--- config.mk ---
export PLATFORM = sky130hd
export DESIGN_NAME = string_op_sequencer_flat
export DESIGN_NICKNAME = d
export VERILOG_FILES = /design/src/rtl/string_hw_pkg.sv /design/src/rtl/string_op_sequencer_if.sv /design/src/rtl/string_word_scan.sv /design/src/rtl/string_op_sequencer.sv /design/src/flat_wrapper.sv
export SDC_FILE = /design/constraint.sdc
export NUM_CORES = 1
export LEC_CHECK = 0
export CORE_MARGIN = 2
export CORE_UTILIZATION = 41
export CTS_CLUSTER_DIAMETER = 60
export DETAILED_ROUTE_END_ITERATION = 8
export GPL_ROUTABILITY_DRIVEN = 0
export HOLD_SLACK_MARGIN = 0.12
export PLACE_DENSITY = 0.67
export SYNTH_ARGS = -nofsm -noshare
export SYNTH_HDL_FRONTEND = slang
export SYNTH_SLANG_ARGS = --single-unit
--- constraint.sdc ---
create_clock -name clk -period 5.2 [get_ports clk]
set_clock_uncertainty 0.15 [all_clocks]
set_input_delay 0.78 -clock clk [delete_from_list [all_inputs] [get_ports clk]]
set_output_delay 0.78 -clock clk [all_outputs]
set_load 0.02 [all_outputs]
--- src/rtl/string_hw_pkg.sv ---
// Shared types and constants for the string accelerator sequencer.
package string_hw_pkg;

  typedef enum logic [1:0] {
    OP_LEN  = 2'd0,
    OP_CMP  = 2'd1,
    OP_CPY  = 2'd2,
    OP_RSVD = 2'd3
  } op_e;

  typedef enum logic [2:0] {
    ST_IDLE  = 3'd0,
    ST_RD_A  = 3'd1,
    ST_CAP_A = 3'd2,
    ST_EVAL  = 3'd3,
    ST_DONE  = 3'd4
  } state_e;

  localparam int DEFAULT_MAX_WORDS = 8;
  localparam logic [7:0] NUL_CHAR = 8'h00;

  // Widen a 9-bit two's complement byte difference to a 32-bit result.
  function automatic logic [31:0] sext9(input logic [8:0] d);
    return {{23{d[8]}}, d};
  endfunction

endpackage

--- src/rtl/string_op_sequencer_if.sv ---
// Single shared word port into the StringA/StringB buffers.
interface string_op_sequencer_if
  import string_hw_pkg::*;
#(
  parameter int MAX_WORDS = DEFAULT_MAX_WORDS
);
  localparam int IW = $clog2(MAX_WORDS);

  logic          buf_sel;
  logic [IW-1:0] buf_idx;
  logic          buf_rd_en;
  logic [31:0]   buf_rdata;
  logic          buf_wr_en;
  logic [31:0]   buf_wdata;

  modport master (
    output buf_sel, buf_idx, buf_rd_en, buf_wr_en, buf_wdata,
    input  buf_rdata
  );

  modport slave (
    input  buf_sel, buf_idx, buf_rd_en, buf_wr_en, buf_wdata,
    output buf_rdata
  );
endinterface

--- src/rtl/string_word_scan.sv ---
// Combinational scan of one 32-bit word: finds the lowest byte that ends the
// operation (NUL in A, or in compare mode also the first A/B byte mismatch).
module string_word_scan
  import string_hw_pkg::*;
(
  input  logic [31:0] a_word,
  input  logic [31:0] b_word,
  input  logic        cmp_mode,
  output logic        stop,
  output logic [1:0]  stop_byte,
  output logic [8:0]  byte_diff
);
  logic [3:0] hit;
  logic [8:0] diff [4];

  genvar gi;
  generate
    for (gi = 0; gi < 4; gi++) begin : g_byte
      logic [7:0] a_b;
      logic [7:0] b_b;
      assign a_b      = a_word[8*gi +: 8];
      assign b_b      = b_word[8*gi +: 8];
      assign hit[gi]  = (a_b == NUL_CHAR) || (cmp_mode && (a_b != b_b));
      assign diff[gi] = {1'b0, a_b} - {1'b0, b_b};
    end
  endgenerate

  // Walk high-to-low so the lowest hit byte wins.
  always_comb begin
    stop      = |hit;
    stop_byte = 2'd0;
    byte_diff = 9'd0;
    for (int i = 3; i >= 0; i--) begin
      if (hit[i]) begin
        stop_byte = 2'(i);
        byte_diff = diff[i];
      end
    end
  end
endmodule

--- src/rtl/string_op_sequencer.sv ---
// Runs LEN / CMP / CPY over the string buffers, one word every three cycles.
// Build option: STRSEQ_CPY_EN enables the copy opcode (otherwise op 2 is reserved).
module string_op_sequencer
  import string_hw_pkg::*;
#(
  parameter int MAX_WORDS = DEFAULT_MAX_WORDS
) (
  input  logic                         clk,
  input  logic                         reset,
  input  logic                         start,
  input  logic [1:0]                   op,
  output logic                         busy,
  output logic                         done,
  output logic [31:0]                  result,
  output logic                         error,
  string_op_sequencer_if.master        bus
);
  localparam int IW = $clog2(MAX_WORDS);
  localparam logic [IW-1:0] LAST_IDX = IW'(MAX_WORDS - 1);

  state_e        state_reg, state_next;
  op_e           op_reg, op_next;
  logic [IW-1:0] idx_reg, idx_next;
  logic [31:0]   a_word_reg, a_word_next;
  logic [31:0]   result_reg, result_next;
  logic          error_reg, error_next;

  logic          rd_en_c;
  logic          sel_c;
  logic [IW-1:0] idx_c;

  logic          scan_stop;
  logic [1:0]    scan_byte;
  logic [8:0]    scan_diff;

  function automatic logic op_supported(input logic [1:0] o);
`ifdef STRSEQ_CPY_EN
    return o != OP_RSVD;
`else
    return (o == OP_LEN) || (o == OP_CMP);
`endif
  endfunction

  // In EVAL the B word requested during CAP_A is on buf_rdata.
  string_word_scan u_scan (
    .a_word    (a_word_reg),
    .b_word    (bus.buf_rdata),
    .cmp_mode  (op_reg == OP_CMP),
    .stop      (scan_stop),
    .stop_byte (scan_byte),
    .byte_diff (scan_diff)
  );

  always_ff @(posedge clk) begin
    if (reset) begin
      state_reg  <= ST_IDLE;
      op_reg     <= OP_LEN;
      idx_reg    <= '0;
      a_word_reg <= '0;
      result_reg <= '0;
      error_reg  <= 1'b0;
    end else begin
      state_reg  <= state_next;
      op_reg     <= op_next;
      idx_reg    <= idx_next;
      a_word_reg <= a_word_next;
      result_reg <= result_next;
      error_reg  <= error_next;
    end
  end

`ifdef STRSEQ_CPY_EN
  logic wr_en_c;
  logic wr_en_gated;
`endif

  always_comb begin
    state_next  = state_reg;
    op_next     = op_reg;
    idx_next    = idx_reg;
    a_word_next = a_word_reg;
    result_next = result_reg;
    error_next  = error_reg;
    rd_en_c     = 1'b0;
    sel_c       = 1'b0;
    idx_c       = '0;
`ifdef STRSEQ_CPY_EN
    wr_en_c     = 1'b0;
`endif
    case (state_reg)
      ST_IDLE: begin
        if (start) begin
          op_next     = op_e'(op);
          idx_next    = '0;
          result_next = '0;
          error_next  = 1'b0;
          if (op_supported(op)) begin
            state_next = ST_RD_A;
          end else begin
            error_next = 1'b1;
            state_next = ST_DONE;
          end
        end
      end
      ST_RD_A: begin
        rd_en_c    = 1'b1;
        idx_c      = idx_reg;
        state_next = ST_CAP_A;
      end
      ST_CAP_A: begin
        a_word_next = bus.buf_rdata;
        if (op_reg == OP_CMP) begin
          rd_en_c = 1'b1;
          sel_c   = 1'b1;
          idx_c   = idx_reg;
        end
        state_next = ST_EVAL;
      end
      ST_EVAL: begin
`ifdef STRSEQ_CPY_EN
        // The whole word is copied, including bytes past the terminator.
        if (op_reg == OP_CPY) begin
          wr_en_c = 1'b1;
          sel_c   = 1'b1;
          idx_c   = idx_reg;
        end
`endif
        if (scan_stop) begin
          result_next = (op_reg == OP_CMP) ? sext9(scan_diff)
                                           : {{(30-IW){1'b0}}, idx_reg, scan_byte};
          state_next  = ST_DONE;
        end else if (idx_reg == LAST_IDX) begin
          error_next  = 1'b1;
          result_next = (op_reg == OP_CMP) ? 32'd0 : 32'(4 * MAX_WORDS);
          state_next  = ST_DONE;
        end else begin
          idx_next   = idx_reg + IW'(1);
          state_next = ST_RD_A;
        end
      end
      ST_DONE: state_next = ST_IDLE;
      default: state_next = ST_IDLE;
    endcase
  end

  assign busy   = (state_reg != ST_IDLE);
  assign done   = (state_reg == ST_DONE);
  assign result = result_reg;
  assign error  = error_reg;

  // Buffer strobes are masked during reset so an aborted op never touches memory.
  assign bus.buf_rd_en = rd_en_c & ~reset;
  assign bus.buf_sel   = sel_c;
  assign bus.buf_idx   = idx_c;
`ifdef STRSEQ_CPY_EN
  assign wr_en_gated   = wr_en_c & ~reset;
  assign bus.buf_wr_en = wr_en_gated;
  assign bus.buf_wdata = wr_en_gated ? a_word_reg : 32'd0;
`else
  assign bus.buf_wr_en = 1'b0;
  assign bus.buf_wdata = 32'd0;
`endif
endmodule

--- src/flat_wrapper.sv ---
// flat-port wrapper written by rule: the top's interface ports become plain ports
module string_op_sequencer_flat import string_hw_pkg::*;
#(
  parameter int MAX_WORDS = DEFAULT_MAX_WORDS
)
  (clk, reset, start, op, busy, done, result, error, bus_buf_sel, bus_buf_idx, bus_buf_rd_en, bus_buf_wr_en, bus_buf_wdata, bus_buf_rdata);
  string_op_sequencer_if #(.MAX_WORDS(MAX_WORDS)) bus_i ();
  input  logic clk;
  input  logic reset;
  input  logic start;
  input  logic [1:0] op;
  output logic busy;
  output logic done;
  output logic [31:0] result;
  output logic error;
  output wire logic [$bits(bus_i.buf_sel)-1:0] bus_buf_sel;
  output wire logic [$bits(bus_i.buf_idx)-1:0] bus_buf_idx;
  output wire logic [$bits(bus_i.buf_rd_en)-1:0] bus_buf_rd_en;
  output wire logic [$bits(bus_i.buf_wr_en)-1:0] bus_buf_wr_en;
  output wire logic [$bits(bus_i.buf_wdata)-1:0] bus_buf_wdata;
  input wire logic [$bits(bus_i.buf_rdata)-1:0] bus_buf_rdata;
  assign bus_buf_sel = bus_i.buf_sel;
  assign bus_buf_idx = bus_i.buf_idx;
  assign bus_buf_rd_en = bus_i.buf_rd_en;
  assign bus_buf_wr_en = bus_i.buf_wr_en;
  assign bus_buf_wdata = bus_i.buf_wdata;
  assign bus_i.buf_rdata = bus_buf_rdata;
  string_op_sequencer #(.MAX_WORDS(MAX_WORDS)) u_core (.clk(clk), .reset(reset), .start(start), .op(op), .busy(busy), .done(done), .result(result), .error(error), .bus(bus_i));
endmodule
==> impl_metrics.json <==
{
  "p_switching_mw": 0.426,
  "numCtsBuffers": 5,
  "hpwlAfterDp_um": 7720,
  "required_ns": 5.31,
  "nets": 678,
  "period_needed_ns": 3.71,
  "pre_cts_ws_ns": 1.19,
  "seq_area_frac_synth_pct": 24.0,
  "critical_path_class": "input port to flop",
  "cts_tree": "yes",
  "grt_pass1_vias": 3526,
  "clock_latency_ns": 0.31,
  "grt-ovfl-total": 0,
  "grt_start_max_net_pins": 44,
  "synthTopCellsByArea": "dfxtp_1, ha_1, buf_4",
  "p_int_mw": 0.681,
  "timing.rr.start": "u_core.a_word_reg[0]$_SDFFE_PP0N_",
  "synth_top_area_share_pct": 24.0,
  "syn_to_final_growth_pct": 15.3,
  "start_util_pct": 42.4,
  "cts_buffer_depth": 2,
  "drc": 0,
  "reg2regPathDepth": 9,
  "io_pins": 110,
  "cts_hold_buffers": 0,
  "synth_ff_type": "dfxtp_1",
  "drt_first_pass_iters": 6,
  "regToRegEndpoint": "u_core.result[30]$_SDFFE_PP0P_",
  "wirelength_um": 9860,
  "timing.fmax_mhz": 269,
  "vias": 3806,
  "path_clk_slew_ns": 0.09,
  "diodes": 0,
  "startpoint": "bus_buf_rdata[2]",
  "synth-edff-count": 0,
  "grt_pass1_wl_um": 16600,
  "p_sw_share_pct": 38.5,
  "io_buffers": 76,
  "die_x_um": 105,
  "numClockSinks": 50,
  "yosysTopAreaCell": "dfxtp_1",
  "post-route-period-util_pct": 71.4,
  "wl_per_cell_um": 13.4,
  "cts.repair.resized": 0,
  "rsz0062_at_grt": "false",
  "fin_ws_ns": 1.49,
  "post_cts_buffers": 0,
  "ys_types": 59,
  "setup_tns_ns": 0,
  "start_kind": "input port",
  "cts-root-buf": "clkbuf_8",
  "largest_reg_flops": 32,
  "p_leak_nw": 2.03,
  "ys_async_sr_fraction_pct": 0,
  "max-slew-margin-rel_pct": 50.5,
  "combPwrFrac_pct": 39.4,
  "cp.arrival_ns": 3.82,
  "cts_max_level": 2,
  "p_per_area_nw_per_um2": 230,
  "worst_hold_path_type": "flop to flop",
  "seq_power_share_pct": 38.3,
  "vias_per_cell": 5.17,
  "maxSlewViolCount": 0,
  "die_area_um2": 11000,
  "drive_gt1_share_pct": 3.81,
  "syn_area_um2": 4170,
  "hold_viol": 0,
  "critical_path.max_fanout": 11,
  "hold_slack_ns": 0.330,
  "syn_inst": 560,
  "setup.worst_path.end": "u_core.result[30]$_SDFFE_PP0P_",
  "core.rowCount": 36,
  "hp-start": "u_core.op_reg[0]$_SDFFE_PP0P_",
  "drv_cap": 0,
  "coreArea_um2": 9820,
  "clkPwrFrac_pct": 22.3,
  "grt_usage_pct": 18.1,
  "drt_iter0_drc": 223,
  "drtAntennaViolNets": 0,
  "r2r_slack_ns": 2.11,
  "ys_ff_latch": 50,
  "peakVddDrop_v": 0.000120,
  "yosysWarnings": 0,
  "endpoint_kind": "flop",
  "antenna_found_initial": 0,
  "status": "finished, final reports clean",
  "die_h_um": 105,
  "setup_violations": 0,
  "tightest_slew_ns": 0.737,
  "synth_area_per_cell_um2": 7.44
}
## cell families (layout without fill, tap and decap cells)
kind of cell / Yosys count / after routing / synth area share [%]
compound gates: 144 / 144 / 21.8
xor+xnor: 18 / 18 / 3.78
fa+ha+maj: 39 / 39 / 12.4
buf+inv: 122 / 133 / 16.8
flops: 50 / 50 / 24.0
other cells: 1 / 33 / 0.0900
simple gates: 186 / 186 / 21.1
## synth_stat cells, types with 2 or more instances
| cell type | instances |
|---|---|
| o221ai_1 | 2 |
| a31oi_1 | 3 |
| buf_6 | 4 |
| o2111ai_1 | 2 |
| nor4_1 | 10 |
| clkbuf_1 | 15 |
| o22ai_1 | 5 |
| nand3b_1 | 2 |
| nor3_1 | 12 |
| nand3_1 | 13 |
| o21bai_1 | 2 |
| xor2_1 | 7 |
| and2_1 | 6 |
| a22oi_1 | 2 |
| nand4_1 | 6 |
| nand2b_1 | 7 |
| a21oi_1 | 66 |
| a32o_1 | 2 |
| o31a_1 | 2 |
| o2bb2ai_1 | 2 |
| a311oi_1 | 2 |
| o21ai_0 | 17 |
| dfxtp_1 | 50 |
| a21o_1 | 10 |
| fa_1 | 4 |
| a211oi_1 | 4 |
| o21a_1 | 3 |
| xnor2_1 | 11 |
| a22o_1 | 3 |
| or2_2 | 3 |
| nor2b_1 | 5 |
| or3_1 | 4 |
| inv_1 | 46 |
| o21ai_1 | 2 |
| nor2_1 | 17 |
| nand2_1 | 92 |
| and3_1 | 3 |
| ha_1 | 35 |
| buf_4 | 56 |
| o211ai_1 | 4 |
## critical path: stages
cell	delay, ns
clkdlybuf4s50_1	0.48
inv_1	0.05
ha_1	0.36
nand4_1	0.11
nor3_1	0.22
o21ai_1	0.28
or4_4	0.65
or3_4	0.43
a21oi_4	0.28
a22o_1	0.18
## per-stage QoR
stage	area, um^2	instances	utilization [%]	total power [mW]
floorplan	4290	592	-	0.765
global placement	4710	728	47.9	0.860
detailed placement	4710	728	47.9	0.863
CTS	4800	736	48.9	1.11
global route	4800	736	48.9	1.18
finish	4800	736	48.9	1.11
## worst min-delay path by stage
stage	end	slack, ns	depth (start not counted)
floorplan	u_core.op_reg[0]$_SDFFE_PP0P_	0.29	2
global placement	u_core.op_reg[0]$_SDFFE_PP0P_	0.30	2
detailed placement	u_core.op_reg[0]$_SDFFE_PP0P_	0.32	2
CTS	u_core.op_reg[0]$_SDFFE_PP0P_	0.33	2
global route	u_core.a_word_reg[13]$_SDFFE_PP0N_	0.36	2
finish	u_core.op_reg[0]$_SDFFE_PP0P_	0.33	2
## placed cells by master (no fill, tap or decap), drive strengths merged, types with 5 or more instances in the layout
| cell type | netlist | layout |
|---|---|---|
| nand2 | 92 | 92 |
| clkdlybuf4s50 | 0 | 76 |
| a21oi | 67 | 67 |
| dfxtp | 50 | 50 |
| inv | 46 | 46 |
| ha | 35 | 35 |
| conb | 1 | 33 |
| o21ai | 19 | 19 |
| nor2 | 17 | 17 |
| nand3 | 13 | 13 |
| nor3 | 12 | 12 |
| xnor2 | 11 | 11 |
| nor4 | 10 | 10 |
| a21o | 10 | 10 |
| and2 | 8 | 8 |
| nand2b | 7 | 7 |
| xor2 | 7 | 7 |
| nand4 | 6 | 6 |
| clkbuf | 15 | 6 |
| nor2b | 6 | 6 |
| o22ai | 5 | 5 |
| or3 | 5 | 5 |
## power by group through the flow
stage | combinational (mW) | clock, mW | sequential, mW
2_1_floorplan | 0.338 | 0 | 0.427
3_3_place_gp | 0.428 | 0 | 0.432
3_5_place_dp | 0.430 | 0 | 0.433
4_1_cts | 0.433 | 0.255 | 0.424
5_1_grt | 0.485 | 0.271 | 0.428
6_report | 0.437 | 0.247 | 0.424
## layout make-up
cell class                      count  area [um^2]
Fill cell                        1015         5020
Multi-Input combinational cell    420         2580
Sequential cell                    50         1000
Timing Repair Buffer               79          783
Inverter                           46          173
Tap cell                          133          166
Clock buffer                        6         82.6
Clock inverter                      2         12.5
## layer usage
layer | wire length [um] | vias up | share of wire [%] | global-route usage (%)
li1 | - | 1926 | - | -
met1 | 4410 | 1759 | 45 | 23.7
met2 | 4800 | 113 | 49 | 31.6
met3 | 538 | 8 | 5.5 | 2.25
met4 | 109 | 0 | 1.1 | 4.00
met5 | 0 | - | 0 | 0
No activity file was read; power rests on OpenSTA's default activity.
==> RTL edit, RTL diff (config.mk and constraints unchanged) <==
The option `STRSEQ_CPY_EN` is turned on by a define.
--- a/src/rtl/string_op_sequencer.sv
+++ b/src/rtl/string_op_sequencer.sv
@@ -2,2 +2,4 @@
 // Build option: STRSEQ_CPY_EN enables the copy opcode (otherwise op 2 is reserved).
+`define STRSEQ_CPY_EN
+
 module string_op_sequencer
Formal check against the unedited RTL: not equivalent (Yosys sat finds a counterexample within 4 cycles, from zero or initial values and one cycle with reset high).
==> RTL edit against the original RTL <==
Worst hold slack worse by 0.023 ns. Design area up 10%. Power up 11%. Maximum frequency up 4.6%. Sequential cell count unchanged. Combinational power up 13%. Register-to-register slack better by 0.35 ns. Synthesized area down 0.51%. Sequential share of layout area down 1.9 points. Critical path depth down 5. Worst setup slack better by 0.16 ns. Wire length up 13%. Critical path type is now flip-flop to primary output. Critical endpoint is now bus_buf_wdata[31].
==> RTL edit: results (changes against the original RTL) <==
largest net degree at the start of global routing 47 (+6.8%); Worst-Margin Slew 0.8192 ns (+0.08233 ns); register area share after synthesis 0.2415 (+0.001233); number of global-route vias before repair 3876 (+9.9%); crit-path max FO 18 (+7); PortBufs 109 (+43%); drt pass-1 iters 4 (-2); Synth area leaders dfxtp_1 (24%), ha_1 (11%), nand2_1 (7.5%), a21oi_1 (6.6%), and2_1 (5.7%); worst skew pair latency 0.32 ns; Static Leakage 0.002082 µW (+2.4%); Post-CTS Repair Setup Buffers 0 (unchanged); fraction of layout cells with a size suffix above 1 0.04480 (+0.006657); internal power 756.0 µW (+11%); met1 Resource Use GR 0.2595 (+0.02273); CP arrival 2.62 ns (-1.20 ns); detailed router's first-iteration violation count 148 (-34%); most frequent cells after synthesis nand2_1 (83), a21oi_1 (55), dfxtp_1 (50), inv_1 (43), and2_1 (38); top_reg_cell synth dfxtp_1; post_cts resized 0 (unchanged); # placed instances 750 (+3.0%); max incr delay on CP 0.63 ns (-0.02 ns); Post-synth ARST share 0 (unchanged); Max Root-Sink Buffers 2 (unchanged); clk slew on worst S/H paths 0.11 ns (+0.02 ns); first-pass GRT wire length 18370 µm (+10%); DP HPWL 8612 µm (+12%); Cells after Synth 548 (-2.1%); Num CTS Buffers 5 (unchanged); Vias/cell 5.309 (+2.7%); status complete, no violations; post-DR wirelength/cell 14.68 µm (+9.6%); Final Non-Filler Cells 758 (+3.0%); CP max stage cell clkdlybuf4s50_1; overall global routing resource usage 0.2003 (+0.01964); Max VDD drop 151.5 µV (+26%); Filler cells 984 (-3.1%); H-tree depth 2 (unchanged); routing usage on met3 0.02059 (-0.001871); Syn Nets 624; DP Worst Slack 1.552 ns (+0.3602 ns); Final nets 700 (+3.2%); met2 GRT Util 0.3529 (+0.03661); Hold Path Class flip-flop to flip-flop; count of unique library cells instantiated by Yosys 62 (+5.1%)
RTL edit: changes by cell type after synthesis, moves of 4 or more:
cell      delta
nand2_1      -9
a31oi_1      +4
and2_1      +32
a221oi_1     +5
nor3_1       -5
nand3_1      -6
buf_4       -32
o21ai_0      +5
a21oi_1     -11
RTL edit: final timing paths:
path / cells past startpoint / endpoint / slack (ns) / startpoint
worst max-delay path: 5 / bus_buf_wdata[31] / 1.65 / u_core.state_reg[2]$_SDFFE_PP0P_
worst min-delay path: 2 / u_core.error$_SDFFE_PP0P_ / 0.31 / u_core.error$_SDFFE_PP0P_
worst max register to register: 8 / u_core.result[1]$_SDFFE_PP0P_ / 2.46 / u_core.a_word_reg[18]$_SDFFE_PP0P_
worst min register to register: 2 / u_core.error$_SDFFE_PP0P_ / 0.31 / u_core.error$_SDFFE_PP0P_
RTL edit: final cells by class:
type,instances,area share
Inverter,43,0.03050
Timing Repair Buffer,113,0.2119
Tap cell,133,0.03145
Clock buffer,5,0.01301
Sequential cell,50,0.1892
Clock inverter,3,0.008986
Multi-Input combinational cell,411,0.5150
RTL edit: power groups by stage:
stage	logic [µW]	registers [µW]	clock network (µW)
floorplan	366	439	0
global placement	483	446	0
detailed placement	488	446	0
CTS	491	438	307
global route	549	443	319
finish	494	437	299
RTL edit: cell families after synthesis:
group	synth area share
adder cells (fa/ha/maj)	0.1250
AND/OR/NAND/NOR	0.2551
multiplexers	0.002416
XOR/XNOR	0.04861
buffers and inverters	0.1030
AO/OA/AOI/OAI	0.2243
flip-flops	0.2415
RTL edit: metal layers:
layer / routed length, µm / vias up
li1: - / 2043
met4: 116 / 0
met5: 0 / -
met3: 452 / 8
met2: 5412 / 97
met1: 5147 / 1876
RTL edit: worst register-to-register path, stage by stage (launching register included):
cell and delay (ns):
dfxtp_1 0.35, ha_1 0.40, nand4_1 0.12, o21a_1 0.24, or2_1 0.34, nor4_4 0.36
a21o_1 0.26, and3b_1 0.30, a22o_1 0.17
RTL edit: per-stage QoR:
stage | area [µm²] | utilization | hold slack [ns]
5_1_grt | 5291 | 0.5413 | 0.3342
2_1_floorplan | 4144 | - | 0.2951
6_report | 5291 | 0.5413 | 0.3066
3_3_place_gp | 5175 | 0.5294 | 0.2910
3_5_place_dp | 5175 | 0.5294 | 0.2976
4_1_cts | 5291 | 0.5413 | 0.3146
